==> config.mk <==
export PLATFORM = sky130hd
export DESIGN_NAME = ring_overlay_gen
export DESIGN_NICKNAME = d
export VERILOG_FILES = /design/src/rtl/ring_overlay_gen.sv
export SDC_FILE = /design/constraint.sdc
export NUM_CORES = 1
export LEC_CHECK = 0
export ABC_AREA = 1
export BUFFER_PORTS_ARGS = -buffer_cell sky130_fd_sc_hd__buf_2
export CORE_ASPECT_RATIO = 2
export CORE_MARGIN = 10
export CORE_UTILIZATION = 23
export CTS_BUF_LIST = sky130_fd_sc_hd__clkbuf_8
export DETAILED_ROUTE_END_ITERATION = 8
export PLACE_DENSITY = 0.47
export SETUP_SLACK_MARGIN = 0.3
export SLEW_MARGIN = 20
export SYNTH_ARGS = -nofsm -noshare
export SYNTH_HDL_FRONTEND = slang
export SYNTH_SLANG_ARGS = --single-unit
==> constraint.sdc <==
create_clock -name clk -period 1.6 [get_ports clk]
set_input_delay 0.16 -clock clk [delete_from_list [all_inputs] [get_ports clk]]
set_output_delay 0.16 -clock clk [all_outputs]
set_load 0.1 [all_outputs]
==> src/rtl/ring_overlay_gen.sv <==
// Alarm "ring" icon overlay: draws font glyphs at a fixed screen box and runs
// the alarm ringing FSM (arm, blink, acknowledge, timeout, cooldown).
module ring_overlay_gen #(
  parameter int          X0             = 576,
  parameter int          Y0             = 320,
  parameter int          GLYPHS         = 2,
  parameter int          SCALE_LOG2     = 2,
  parameter int          BASE_CHAR      = 6,
  parameter logic [11:0] FG             = 12'hF00,
  parameter logic [11:0] BG             = 12'h214,
  parameter logic [11:0] ARMED          = 12'h888,
  parameter int          BLINK_FRAMES   = 30,
  parameter int          TIMEOUT_FRAMES = 1800
) (
  input  logic        clk,
  input  logic        reset,
  input  logic        video_on,
  input  logic [9:0]  pix_x,
  input  logic [9:0]  pix_y,
  input  logic        frame_tick,
  input  logic        alarm_en,
  input  logic        alarm_match,
  input  logic        ack,
  output logic [3:0]  rom_char,
  output logic [3:0]  rom_row,
  input  logic [7:0]  rom_data,
  output logic [11:0] rgb_out,
  output logic        ringing
);

  localparam int W  = (GLYPHS * 8) << SCALE_LOG2;
  localparam int H  = 16 << SCALE_LOG2;
  localparam int BW = (BLINK_FRAMES > 1) ? $clog2(BLINK_FRAMES) : 1;
  localparam int TW = (TIMEOUT_FRAMES > 1) ? $clog2(TIMEOUT_FRAMES) : 1;
  localparam logic [BW-1:0] BLAST = BW'(BLINK_FRAMES - 1);
  localparam logic [TW-1:0] TLAST = TW'(TIMEOUT_FRAMES - 1);

  typedef enum logic [1:0] {IDLE, RING_ON, RING_OFF, COOLDOWN} state_t;

  state_t        state;
  logic [BW-1:0] blink_cnt;
  logic [TW-1:0] timeout_cnt;

  logic [9:0] dx, dy;
  logic       in_box_c;
  logic [3:0] char_c, row_c;
  logic [2:0] col_c;

  logic [2:0] col1, col2;
  logic       in_box1, in_box2;
  logic       von1, von2;
  logic       pix_bit;

  always_comb begin
    dx       = pix_x - 10'(X0);
    dy       = pix_y - 10'(Y0);
    in_box_c = (int'(pix_x) >= X0) && (int'(pix_x) < X0 + W) &&
               (int'(pix_y) >= Y0) && (int'(pix_y) < Y0 + H);
    char_c   = 4'(BASE_CHAR) + 4'(dx >> (3 + SCALE_LOG2));
    col_c    = 3'(dx >> SCALE_LOG2);
    row_c    = 4'(dy >> SCALE_LOG2);
    pix_bit  = rom_data[3'd7 - col2];
  end

  // Stage 1 addresses the ROM; stage 2 waits out the ROM read; rgb_out at edge k+2.
  always_ff @(posedge clk) begin
    if (reset) begin
      rom_char <= '0;
      rom_row  <= '0;
      col1     <= '0;
      col2     <= '0;
      in_box1  <= 1'b0;
      in_box2  <= 1'b0;
      von1     <= 1'b0;
      von2     <= 1'b0;
      rgb_out  <= '0;
    end else begin
      rom_char <= char_c;
      rom_row  <= row_c;
      col1     <= col_c;
      in_box1  <= in_box_c;
      von1     <= video_on;
      col2     <= col1;
      in_box2  <= in_box1;
      von2     <= von1;
      if (!von2)
        rgb_out <= '0;
      else if (!in_box2)
        rgb_out <= BG;
      else begin
        unique case (state)
          RING_ON: rgb_out <= pix_bit ? FG : BG;
          IDLE:    rgb_out <= (alarm_en && pix_bit) ? ARMED : BG;
          default: rgb_out <= BG;
        endcase
      end
    end
  end

  always_ff @(posedge clk) begin
    if (reset) begin
      state       <= IDLE;
      blink_cnt   <= '0;
      timeout_cnt <= '0;
      ringing     <= 1'b0;
    end else if (!alarm_en) begin
      state   <= IDLE;
      ringing <= 1'b0;
    end else begin
      unique case (state)
        IDLE: begin
          if (alarm_match) begin
            state       <= RING_ON;
            blink_cnt   <= '0;
            timeout_cnt <= '0;
            ringing     <= 1'b1;
          end
        end
        RING_ON, RING_OFF: begin
          if (ack || (frame_tick && timeout_cnt == TLAST)) begin
            state   <= COOLDOWN;
            ringing <= 1'b0;
          end else if (frame_tick) begin
            timeout_cnt <= (timeout_cnt < TLAST) ? timeout_cnt + 1'b1 : timeout_cnt;
            if (blink_cnt == BLAST) begin
              blink_cnt <= '0;
              state     <= (state == RING_ON) ? RING_OFF : RING_ON;
            end else begin
              blink_cnt <= blink_cnt + 1'b1;
            end
          end
        end
        COOLDOWN: begin
          if (!alarm_match)
            state <= IDLE;
        end
        default: state <= IDLE;
      endcase
    end
  end

endmodule
==> impl_metrics.ini <==
[clock_tree]
cts_buffers = 5
cts_tree = done
ctsHtreeMaxLevel = 2
clk_latency_ns = 0.30
post-cts-setup-buffers = 0
clk_path_buf_depth = 2
hold_buffers = 0
clk_pin_slew_ns = 0.09
cts_root_buf = clkbuf_8
cts.sinks = 42

[grt]
antenna_found_initial = 0
grt_start_max_net_pins = 26
grt_pass1_wl_mm = 10.1
gr-total-overflow = 0
first_global_vias = 2198
grt_use_total_pct = 9.09

[timing]
rsz0062_at_grt = yes
slew_viol_final = 0
tns_ns = 0
hold_ws_ns = 0.0549
fin_crit_ns = 1.56
layout_setup_ws_ns = 0.0380
fmax_mhz = 640
hold_viol = 0
finalSetupViolCount = 0
fin_crit_sh_pct = 97.6
fin_skew_ns = 0.00514

[place]
placed_area_um2 = 2770
dp.cells = 527
portBuffers = 49
place_ws_ns = -0.0423
post-dp-hpwl_mm = 4.98
place.gp.congestion = 0.873

[yosys]
syn_area_um2 = 2230
netlist_instances = 334
synth.distinct_cells = 23
syn_area_per_cell_um2 = 6.67
ys_seq_elements = 42
seq_area_frac_synth_pct = 37.8
ys_warn_count = 0

[setup_path]
end_kind = flop
critPathLaunchType = flop
path_max_fanout = 5
path_class = flop to flop
cp.arrival_ns = 1.81
required_ns = 1.85

[floorplanning]
core_area_um2 = 9450
start_util_pct = 23.6
placementRows = 50
die_h_um = 159
io_pins = 56
dieWidth_um = 89.6
die-area_um2 = 14300

[power]
combPwrFrac_pct = 25.3
power_density_nw_per_um2 = 887
pwr-share-clk_pct = 32.6
p_leak_nw = 1.45
p_total_mw = 2.64
irDropWorstVdd_mv = 0.457
p_int_mw = 1.78
pwr-share-seq_pct = 42.1
netSwitchingPower_uw = 868
switching_share_pct = 32.8

[route]
routed_wl_mm = 6.30
wl_per_cell_um = 11.8
met1Wirelength_mm = 2.19
topRoutingLayerUsed = met4
drc = 0
drt-initial-drc-count = 111
first_pass_iters = 4
wl_met3_um = 169
via_per_inst = 4.18
wl_met2_mm = 3.68
num_vias = 2238
ant_nets = 0

[finish]
syn2layout_area_growth_pct = 33.9
n_fill_cell = 1037
stdcell_count = 536
fin_util_pct = 31.6
drive_gt1_share_pct = 28.8
final_nets = 449
design_area_um2 = 2980
antenna_cells = 0

[status]
status = finished clean

[job]
drv_cap = 0

[min_path]
hold_path.class = input pin to flop
cells in the final DEF, fill, tap and decap left out, types with 2 or more instances in the layout:
| cell type | count |
|---|---|
| buf_2 | 49 |
| a21oi_2 | 3 |
| ha_2 | 2 |
| buf_4 | 25 |
| inv_2 | 3 |
| dfxtp_2 | 8 |
| clkbuf_8 | 5 |
| xor2_1 | 4 |
| nand4_1 | 20 |
| dfxtp_1 | 34 |
| nor2_1 | 57 |
| buf_6 | 5 |
| o21ai_0 | 8 |
| nand2_1 | 60 |
| a21oi_1 | 9 |
| o21ai_1 | 3 |
| o211ai_1 | 2 |
| xnor2_1 | 2 |
| nor4_1 | 2 |
| nand2_2 | 5 |
| nand3_1 | 18 |
| ha_1 | 6 |
| inv_1 | 55 |
| conb_1 | 4 |
| nor3_1 | 4 |
cells by family after synthesis:
| kind of cell | share of synthesized area, % |
|---|---|
| xor gates and xnor gates | 2.36 |
| and+or+nand+nor | 33.3 |
| adders and majority gates | 5.06 |
| other | 0.168 |
| DFF | 37.8 |
| buffers and inverters | 15.0 |
| AOI/OAI and AO/OA | 6.40 |
per-layer routing:
layer,vias to the layer above,GRT usage (%)
met3,13,1.84
met4,0,5.46
li1,1168,-
met2,40,17.5
met5,-,0
met1,1017,7.87
path summary, 6_finish.rpt:
kind	from	endpoint	slack, ns	cells past startpoint
min reg2reg	col1[0]	col2[0]	0.40	2
max reg2reg	state[1]	timeout_cnt[7]	0.04	11
max	state[1]	timeout_cnt[7]	0.04	11
min	pix_y[5]	rom_row[3]	0.05	3
power groups by stage:
| stage | sequential, mW | combinational (mW) | clock (mW) |
|---|---|---|---|
| global placement | 1.14 | 0.620 | 0 |
| detailed placement | 1.14 | 0.622 | 0 |
| CTS | 1.11 | 0.662 | 0.908 |
| global route | 1.12 | 0.738 | 0.943 |
| floorplan | 1.26 | 0.322 | 0 |
| finish | 1.11 | 0.670 | 0.863 |
worst max-delay path, cell delays in order, from the launching register on:
cell and delay [ns]:
dfxtp_2 0.34, inv_2 0.05, ha_4 0.27, inv_4 0.04
nand2_1 0.10, nand3_4 0.09, nor2_4 0.17, buf_6 0.14
nand4_1 0.12, nand2_1 0.08, inv_1 0.03, nor2_1 0.08
flip-flops by register name (all words and copies together), names as in the netlist:
signal       cells
blink_cnt        5
timeout_cnt     11
von1             1
von2             1
in_box2          1
rgb_out          5
rom_row          4
col1             3
ringing          1
col2             3
in_box1          1
rom_char         4
state            2
synthesized netlist by cell type, drive strengths merged:
master / count / area (µm²)
o21ai: 12 / 60.1
o21a: 1 / 7.51
nor4: 2 / 12.5
nor2: 59 / 224
inv: 58 / 218
conb: 1 / 3.75
nand2: 66 / 248
xor2: 4 / 35.0
xnor2: 2 / 17.5
nand4: 20 / 125
dfxtp: 42 / 841
nand3: 20 / 100
buf: 13 / 97.6
nor3: 5 / 25.0
clkbuf: 5 / 18.8
or2: 1 / 6.26
o211ai: 2 / 15.0
ha: 9 / 113
a21oi: 12 / 60.1
cell type report:
type | count | area (µm²) | area share (%)
multi-input cells | 219 | 1150 | 38.5
well taps | 130 | 163 | 5.46
flip-flops and latches | 42 | 851 | 28.5
repair buffers | 79 | 489 | 16.4
clock buffers | 5 | 68.8 | 2.31
inverters | 58 | 220 | 7.39
clock inverters | 3 | 41.3 | 1.38
repair_timing:
action	CTS	global route
pin swaps	9	13
cloned	1	0
endpoints found under the setup margin	19	22
gates resized for setup	18	13
Note: power is estimated with default switching activity, not from simulation.
